$ cat config.mk
export PLATFORM = sky130hd
export DESIGN_NAME = uart_tx_arbiter_flat
export DESIGN_NICKNAME = d
export VERILOG_FILES = /design/src/rtl/uart_tx_arbiter_if.sv /design/src/rtl/uart_tx_arbiter.sv /design/src/flat_wrapper.sv
export SDC_FILE = /design/constraint.sdc
export NUM_CORES = 1
export LEC_CHECK = 0
export BUFFER_PORTS_ARGS = -buffer_cell sky130_fd_sc_hd__buf_2
export CORE_UTILIZATION = 44
export CTS_BUF_LIST = sky130_fd_sc_hd__clkbuf_4
export DETAILED_ROUTE_END_ITERATION = 16
export PLACE_DENSITY = 0.81
export SYNTH_ARGS = -nofsm -noshare
export SYNTH_HDL_FRONTEND = slang
export SYNTH_SLANG_ARGS = --single-unit
$ cat constraint.sdc
create_clock -name i_clk -period 3.3 [get_ports i_clk]
set_clock_uncertainty 0.2 [all_clocks]
set_input_delay 0.66 -clock i_clk [delete_from_list [all_inputs] [get_ports i_clk]]
set_output_delay 0.66 -clock i_clk [all_outputs]
set_load 0.005 [all_outputs]
$ cat src/rtl/uart_tx_arbiter_if.sv
// Bus bundle between the per-channel AXI-Stream byte sources, the shared UART
// transmitter and the uart_tx_arbiter. The slave modport is the arbiter's view;
// the master modport is the view of whatever drives the channels and the TX.
interface uart_tx_arbiter_if #(
    parameter int NUM_CH = 4,
    parameter int DATA_W = 8
) ();
    logic [NUM_CH*DATA_W-1:0] s_axis_data;
    logic [NUM_CH-1:0]        s_axis_valid;
    logic [NUM_CH-1:0]        s_axis_last;
    logic [NUM_CH-1:0]        s_axis_ready;
    logic [DATA_W-1:0]        m_axis_data;
    logic                     m_axis_valid;
    logic                     m_axis_ready;
    logic [3:0]               grant_id;
    logic                     busy;

    modport master (
        output s_axis_data, s_axis_valid, s_axis_last, m_axis_ready,
        input  s_axis_ready, m_axis_data, m_axis_valid, grant_id, busy
    );

    modport slave (
        input  s_axis_data, s_axis_valid, s_axis_last, m_axis_ready,
        output s_axis_ready, m_axis_data, m_axis_valid, grant_id, busy
    );
endinterface

$ cat src/rtl/uart_tx_arbiter.sv
// uart_tx_arbiter: round-robin arbiter that lets NUM_CH AXI-Stream byte
// channels share one UART transmitter, one packet (or MAX_BURST beats) per grant.
// Optional macro UART_ARB_HDR_EN: prefix every grant with a header byte
// 8'hA0 | grant_id that does not count toward MAX_BURST.
//
// state     | meaning
// ----------+-------------------------------------------------------------
// ST_IDLE   | no grant; pick next requester round-robin from last_grant+1
// ST_HDR    | (UART_ARB_HDR_EN only) emit header byte for the new grant
// ST_STREAM | granted channel is wired straight through to the transmitter
module uart_tx_arbiter #(
    parameter int NUM_CH    = 4,
    parameter int DATA_W    = 8,
    parameter int MAX_BURST = 16
) (
    input  logic             i_clk,
    input  logic             i_rst,
    uart_tx_arbiter_if.slave bus
);

`ifdef UART_ARB_HDR_EN
    typedef enum logic [1:0] {ST_IDLE = 2'd0, ST_HDR = 2'd1, ST_STREAM = 2'd2} state_t;
`else
    typedef enum logic [1:0] {ST_IDLE = 2'd0, ST_STREAM = 2'd2} state_t;
`endif

    // Beat counter holds beats already sent in this grant, so the burst
    // limit is reached when the transfer happens at count MAX_BURST-1.
    localparam logic [7:0] LAST_BEAT = 8'(MAX_BURST - 1);
    localparam logic [3:0] RST_LAST  = 4'(NUM_CH - 1);

    state_t      state_q, state_d;
    logic [3:0]  grant_q, grant_d;
    logic [3:0]  last_grant_q, last_grant_d;
    logic        busy_q, busy_d;
    logic [7:0]  beat_cnt_q, beat_cnt_d;

    logic [NUM_CH-1:0] gnt_sel;
    logic              g_valid;
    logic              g_last;
    logic [DATA_W-1:0] g_data;
    logic              found_hi;
    logic [3:0]        pick_hi, pick_lo, pick;
    logic              m_valid;
    logic [DATA_W-1:0] m_data;
    logic [NUM_CH-1:0] s_ready;
    logic              xfer;

    // Select the granted channel's stream with a one-hot decode of grant_q
    always_comb begin
        gnt_sel = '0;
        g_data  = '0;
        for (int k = 0; k < NUM_CH; k++) begin
            gnt_sel[k] = (grant_q == 4'(k));
            if (grant_q == 4'(k)) begin
                g_data = bus.s_axis_data[k*DATA_W +: DATA_W];
            end
        end
        g_valid = |(bus.s_axis_valid & gnt_sel);
        g_last  = |(bus.s_axis_last & gnt_sel);
    end

    // Round-robin pick: lowest requester above last_grant, else lowest at/below it
    always_comb begin
        found_hi = 1'b0;
        pick_hi  = '0;
        pick_lo  = '0;
        for (int k = NUM_CH - 1; k >= 0; k--) begin
            if (bus.s_axis_valid[k]) begin
                if (4'(k) > last_grant_q) begin
                    found_hi = 1'b1;
                    pick_hi  = 4'(k);
                end else begin
                    pick_lo = 4'(k);
                end
            end
        end
        pick = found_hi ? pick_hi : pick_lo;
    end

    // Output steering: everything quiet in IDLE, pass-through in STREAM
    always_comb begin
        m_valid = 1'b0;
        m_data  = '0;
        s_ready = '0;
        case (state_q)
`ifdef UART_ARB_HDR_EN
            ST_HDR: begin
                m_valid = 1'b1;
                m_data  = DATA_W'(8'hA0 | {4'h0, grant_q});
            end
`endif
            ST_STREAM: begin
                m_valid = g_valid;
                m_data  = g_data;
                s_ready = gnt_sel & {NUM_CH{bus.m_axis_ready}};
            end
            default: ;
        endcase
    end

    assign xfer             = m_valid & bus.m_axis_ready;
    assign bus.m_axis_valid = m_valid;
    assign bus.m_axis_data  = m_data;
    assign bus.s_axis_ready = s_ready;
    assign bus.grant_id     = grant_q;
    assign bus.busy         = busy_q;

    // Next-state logic for grant, burst counting and release
    always_comb begin
        state_d      = state_q;
        grant_d      = grant_q;
        last_grant_d = last_grant_q;
        busy_d       = busy_q;
        beat_cnt_d   = beat_cnt_q;
        case (state_q)
            ST_IDLE: begin
                if (|bus.s_axis_valid) begin
                    grant_d    = pick;
                    busy_d     = 1'b1;
                    beat_cnt_d = '0;
`ifdef UART_ARB_HDR_EN
                    state_d    = ST_HDR;
`else
                    state_d    = ST_STREAM;
`endif
                end
            end
`ifdef UART_ARB_HDR_EN
            ST_HDR: begin
                if (bus.m_axis_ready) begin
                    state_d = ST_STREAM;
                end
            end
`endif
            ST_STREAM: begin
                if (xfer) begin
                    if (g_last || beat_cnt_q == LAST_BEAT) begin
                        state_d      = ST_IDLE;
                        busy_d       = 1'b0;
                        last_grant_d = grant_q;
                        beat_cnt_d   = '0;
                    end else begin
                        beat_cnt_d = beat_cnt_q + 8'd1;
                    end
                end
            end
            default: state_d = ST_IDLE;
        endcase
    end

    // State registers; reset leaves last_grant at NUM_CH-1 so channel 0 wins first
    always_ff @(posedge i_clk or negedge i_rst) begin
        if (!i_rst) begin
            state_q      <= ST_IDLE;
            grant_q      <= '0;
            last_grant_q <= RST_LAST;
            busy_q       <= 1'b0;
            beat_cnt_q   <= '0;
        end else begin
            state_q      <= state_d;
            grant_q      <= grant_d;
            last_grant_q <= last_grant_d;
            busy_q       <= busy_d;
            beat_cnt_q   <= beat_cnt_d;
        end
    end

endmodule

$ cat src/flat_wrapper.sv
// flat-port wrapper written by rule: the top's interface ports become plain ports
module uart_tx_arbiter_flat 
#(
    parameter int NUM_CH    = 4,
    parameter int DATA_W    = 8,
    parameter int MAX_BURST = 16
)
  (i_clk, i_rst, bus_s_axis_data, bus_s_axis_valid, bus_s_axis_last, bus_m_axis_ready, bus_s_axis_ready, bus_m_axis_data, bus_m_axis_valid, bus_grant_id, bus_busy);
  uart_tx_arbiter_if #(.NUM_CH(NUM_CH), .DATA_W(DATA_W)) bus_i ();
  input  logic i_clk;
  input  logic i_rst;
  input wire logic [$bits(bus_i.s_axis_data)-1:0] bus_s_axis_data;
  input wire logic [$bits(bus_i.s_axis_valid)-1:0] bus_s_axis_valid;
  input wire logic [$bits(bus_i.s_axis_last)-1:0] bus_s_axis_last;
  input wire logic [$bits(bus_i.m_axis_ready)-1:0] bus_m_axis_ready;
  output wire logic [$bits(bus_i.s_axis_ready)-1:0] bus_s_axis_ready;
  output wire logic [$bits(bus_i.m_axis_data)-1:0] bus_m_axis_data;
  output wire logic [$bits(bus_i.m_axis_valid)-1:0] bus_m_axis_valid;
  output wire logic [$bits(bus_i.grant_id)-1:0] bus_grant_id;
  output wire logic [$bits(bus_i.busy)-1:0] bus_busy;
  assign bus_i.s_axis_data = bus_s_axis_data;
  assign bus_i.s_axis_valid = bus_s_axis_valid;
  assign bus_i.s_axis_last = bus_s_axis_last;
  assign bus_i.m_axis_ready = bus_m_axis_ready;
  assign bus_s_axis_ready = bus_i.s_axis_ready;
  assign bus_m_axis_data = bus_i.m_axis_data;
  assign bus_m_axis_valid = bus_i.m_axis_valid;
  assign bus_grant_id = bus_i.grant_id;
  assign bus_busy = bus_i.busy;
  uart_tx_arbiter #(.NUM_CH(NUM_CH), .DATA_W(DATA_W), .MAX_BURST(MAX_BURST)) u_core (.i_clk(i_clk), .i_rst(i_rst), .bus(bus_i));
endmodule
# ---- Word level (Yosys, flattened, before mapping)
# Cells that the tools add are included.
dict set report word_totals {
  register_bits 19
  inputBits 43
  output_inout_bits 18
}
dict set report classes {
  addsub 1
  magnitude_cmp 4
  eq_ne 8
  n_mux 44
  bitwise 4
  n_reduce_logical 12
}
# operator n
set ops {}
lappend ops {{$mux W4} 16}
lappend ops {{$mux W8} 8}
lappend ops {{$pmux W8 S2} 1}
lappend ops {{$and A4 B4 Y4} 3}
lappend ops {{$mux W1} 12}
lappend ops {{$reduce_or A4 Y1} 3}
lappend ops {{$mux W2} 5}
lappend ops {{$reduce_and A3 Y1} 3}
lappend ops {{$add A8 B1 Y8 const B} 1}
lappend ops {{$eq A4 B2 Y1 const B} 2}
lappend ops {{$eq A8 B4 Y1 const B} 1}
lappend ops {{$gt A1 B4 Y1 const A} 2}
lappend ops {{$gt A2 B4 Y1 const A} 2}
lappend ops {{$ne A2 B1 Y1 const B} 3}
lappend ops {{$eq A4 B1 Y1 const B} 1}
lappend ops {{$logic_not A4 Y1} 1}
lappend ops {{$pmux W2 S2} 1}
lappend ops {{$reduce_and A4 Y1} 1}
lappend ops {{$eq A2 B2 Y1 const B} 1}
lappend ops {{$logic_not A2 Y1} 1}
lappend ops {{$pmux W1 S2} 1}
lappend ops {{$reduce_and A2 Y1} 1}
lappend ops {{$reduce_bool A2 Y1} 1}
lappend ops {{$and A1 B1 Y1} 1}
lappend ops {{$logic_or A1 B1 Y1} 1}

# ---- Logic depth before layout (Yosys ltp)
dict set report depth {
  depth_word 10
  ltp_mapped 5
  mapped_depth_nobuf 5
}

# ---- Least setup slack after synthesis
# No wires, ideal clock.
dict set report synth_path {
  kind {reg-to-output}
  start {reg u_core.grant_q[0] (netlist: u_core.bus.grant_id[0])}
  end {out bus_m_axis_data[3]}
  t_arrival_ps 1586
  t_required_ps 2440
  path_slack_ps 854
  stages_incl_launch_ff 5
  cell_sequence {dfrtp_1 -> buf_4 -> buf_1 -> mux4_2 -> and2_1}
}
dict set report synth_via {
  elab_chain_len 6
}
# element line
set synth_rtl {}
lappend synth_rtl {{start: declaration} uart_tx_arbiter.sv:33} ;# logic [3:0] grant_q, grant_d;
lappend synth_rtl {{start signal: assignment} uart_tx_arbiter.sv:162} ;# grant_q <= grant_d;
lappend synth_rtl {{$logic_not A4 Y1} uart_tx_arbiter.sv:55} ;# if (grant_q == 4'(k)) begin
lappend synth_rtl {{$mux W8 (3 in a row)} uart_tx_arbiter.sv:55}
lappend synth_rtl {{$mux W8 *} uart_tx_arbiter.sv:55}
lappend synth_rtl {{$mux W8 *} uart_tx_arbiter.sv:86} ;# case (state_q)
lappend synth_rtl {{end: declaration} flat_wrapper.sv:17} ;# output wire logic [$bits(bus_i.m_axis_data)-1:0] bus_m_axis_data;
# Every way passes the cells marked *; elsewhere a longest branch is shown, timed or not.

# ---- Final worst setup path
dict set report layout_path {
  start {reg u_core.grant_q[0] (netlist: u_core.bus.grant_id[0])}
  end {out bus_m_axis_data[0]}
}
# The elaborated chain is that of the path after synthesis.

==> flow_summary.toml <==
[cts]
cts_tree = "done"
cts.sinks = 13
htreeDepth = 1
post_cts_buffers = 0
cts_root_buf = "clkbuf_4"
clk-insertion-delay-late_ns = 0.29
cts_buffers = 3
hold_buffers = 0
cts_max_path_buffers = 2
clk_pin_slew_ns = 0.08
cts_resized = 0

[route]
ant_nets = 0
drt_first_pass_iters = 4
vias_per_cell = 5.82
vias = 1158
drc_errors = 0
post_drt_wl_per_cell_um = 14.0
wirelength_um = 2790
first_iter_violations = 22

[placed_design]
placed_area_mm2 = 0.00140
gp_congestion = 0.855
io_buffers = 58
dp_cells = 195
dp_hpwl_um = 2240

[synth]
avgSynthCellArea_um2 = 9.76
syn_area_mm2 = 0.00109
ys_ff_latch = 13
syn_inst = 112
ys_warn_count = 0
ys_types = 43
synth.yosys.seq_area_share_pct = 30.0

[cells_and_area]
multi_input_area_um2 = 713
antennaDiodeCount = 0
design_area_mm2 = 0.00143
finalNonFillerCells = 199
syn2layout_area_growth_pct = 30.9
drive_above_1_share_pct = 48.0
ff_latch_area_um2 = 328
fin_nets = 216
final.fill_count = 184

[pwr]
ir_drop_uv = 444
p_per_area_mw_per_mm2 = 658
combPwrFrac_pct = 57.3
intPower_mw = 0.569
power.switching_mw = 0.372
p_clk_share_pct = 10.4
leakagePower_nw = 0.715
seqPwrFrac_pct = 32.3
switching_share_pct = 39.5

[timing]
setup_tns_ns = 0
setup_viol_count_final = 0
min_period_ns = 2.86
maxClockFrequency_mhz = 350
finalCritPeriodShare_pct = 86.5
slew-limit-headroom_pct = 57.5
rsz0062_at_grt = "no"
drv_slew = 0
worst_pin_slew_ns = 0.638
final_hold_viol_count = 0

[setup_path]
required_ns = 2.44
setup.worst_path.start = "u_core.bus.grant_id[0]$_DFFE_PN0P_"
cp_max_fo = 11
path_class = "flip-flop to output pin"
r2r-start = "u_core.bus.grant_id[0]$_DFFE_PN0P_"
start_kind = "flip-flop"
endpoint_kind = "output pin"
crit_arrival_ns = 2.00

[global_route]
grt_max_degree = 17
grt_pass1_wl_um = 4290
grt_pass1_vias = 1007
antenna_found_initial = 0
grt_usage_pct = 21.3
grt_overflow = 0

[die]
pin_count = 61
start_util_pct = 48.0
fp.dieW_um = 51.9
core-area_mm2 = 0.00228
die_h_um = 51.9
rows = 17
die_area_mm2 = 0.00269

[run]
maxCapViolCount = 0

[worst_hold_path]
hold_path_class = "input pin to async pin"

[status]
status = "finished clean"
metal layers:
layer | wire length, um | up-vias | track usage (%)
li1 | - | 540 | -
met1 | 1110 | 557 | 23.7
met2 | 1390 | 53 | 38.9
met3 | 240 | 8 | 3.80
met4 | 55 | 0 | 9.46
met5 | 0 | - | 0
final timing paths:
kind,endpoint,slack (ns),cells after the start
min in group i_clk,u_core.beat_cnt_q[0]$_DFFE_PN0P_,0.36,1
hold reg to reg,u_core.beat_cnt_q[0]$_DFFE_PN0P_,0.36,1
setup / recovery,bus_m_axis_data[0],0.44,4
hold / removal,u_core.beat_cnt_q[6]$_DFFE_PN0P_,0.04,1
max in group asynchronous,u_core.last_grant_q[1]$_DFFE_PN1P_,2.57,1
setup reg to reg,u_core.beat_cnt_q[2]$_DFFE_PN0P_,0.73,4
stage by stage:
stage / power (mW) / util (%) / worst slack (ns) / hold WS (ns)
floorplan: 0.658 / - / 0.854 / 0.164
detailed placement: 0.846 / 61.7 / 0.762 / 0.342
finish: 0.941 / 62.9 / 0.444 / 0.0377
global placement: 0.826 / 61.7 / 0.804 / 0.333
CTS: 0.946 / 62.9 / 0.437 / 0.0449
global route: 1.02 / 62.9 / 0.326 / 0.0554
sequential cells by signal (all words and copies together), names as in the netlist:
signal,flops
u_core.beat_cnt_q,8
u_core.bus.grant_id,2
u_core.last_grant_q,2
u_core.bus.busy,1
final cells by class:
type	instances	area share, %
Timing Repair Buffer	60	21.3
Multi-Input combinational cell	88	49.8
Tap cell	28	2.45
Clock inverter	1	0.350
Clock buffer	3	1.57
Sequential cell	13	22.9
Inverter	6	1.57
logic make-up after synthesis:
group                      after synthesis  share of synthesized area [%]
AOI/OAI and AO/OA                       24                           16.4
adders and majority gates                1                           1.14
buffers and inverters                   12                           5.15
DFF                                     13                           30.0
muxes                                   15                           23.9
other                                    1                          0.343
and+or+nand+nor                         46                           23.1
synthesized netlist by cell type:
cell type   n  area (um^2)
o311ai_0    1         8.76
or4_1       1         7.51
and3_1      3         18.8
o311ai_1    1         8.76
a221o_1     2         20.0
mux2_4      1         15.0
nor2_1      7         26.3
ha_1        1         12.5
o221ai_1    1         8.76
nand2b_1    1         6.26
mux2_2      5         56.3
mux4_2      8          180
mux2i_1     1         10.0
o22ai_1     4         25.0
clkbuf_1    1         3.75
a22oi_1     1         7.51
or2_2       1         6.26
o211a_1     1         10.0
o21bai_1    1         7.51
dfstp_2     2         52.6
a21o_1      1         7.51
a31oi_1     1         6.26
and2_1     10         62.6
and3b_1     2         17.5
nand3b_1    1         7.51
buf_4       3         22.5
and2_2      1         7.51
or2b_1      1         7.51
buf_1       2         7.51
a221oi_1    1         8.76
conb_1      1         3.75
nor2b_1     2         12.5
nor3_1      2         10.0
nor4_1      1         6.26
nand3_1     6         30.0
nand2_1     7         26.3
a22o_1      2         17.5
a211oi_1    1         7.51
o21ai_0     2         10.0
dfrtp_1    11          275
a222oi_1    1         10.0
a21oi_1     3         15.0
inv_1       6         22.5
placed cells by master (no fill, tap or decap), types with 2 or more instances in the layout:
cell	instances
nor2b_1	2
nor3_1	2
dfstp_2	2
clkbuf_4	3
a21oi_1	3
nor2_1	7
a221o_1	2
a22o_1	2
o21ai_0	2
buf_4	2
nand3_1	6
dfrtp_1	11
and3b_1	2
and3_1	3
nand2_1	7
o22ai_1	4
mux2_2	5
buf_2	58
inv_1	6
conb_1	2
and2_1	10
mux4_2	8
critical path: stages, from the launching register on:
cell     delay (ns)
dfrtp_1        0.65
buf_4          0.27
mux4_2         0.50
and2_1         0.17
buf_2          0.12
power groups by stage:
stage          clock, mW  combinational, mW  sequential [mW]
2_1_floorplan          0              0.408            0.250
3_3_place_gp           0              0.527            0.299
3_5_place_dp           0              0.539            0.307
4_1_cts            0.101              0.541            0.305
5_1_grt            0.108              0.598            0.317
6_report          0.0982              0.539            0.304
Note: power is estimated with default switching activity, not from simulation.
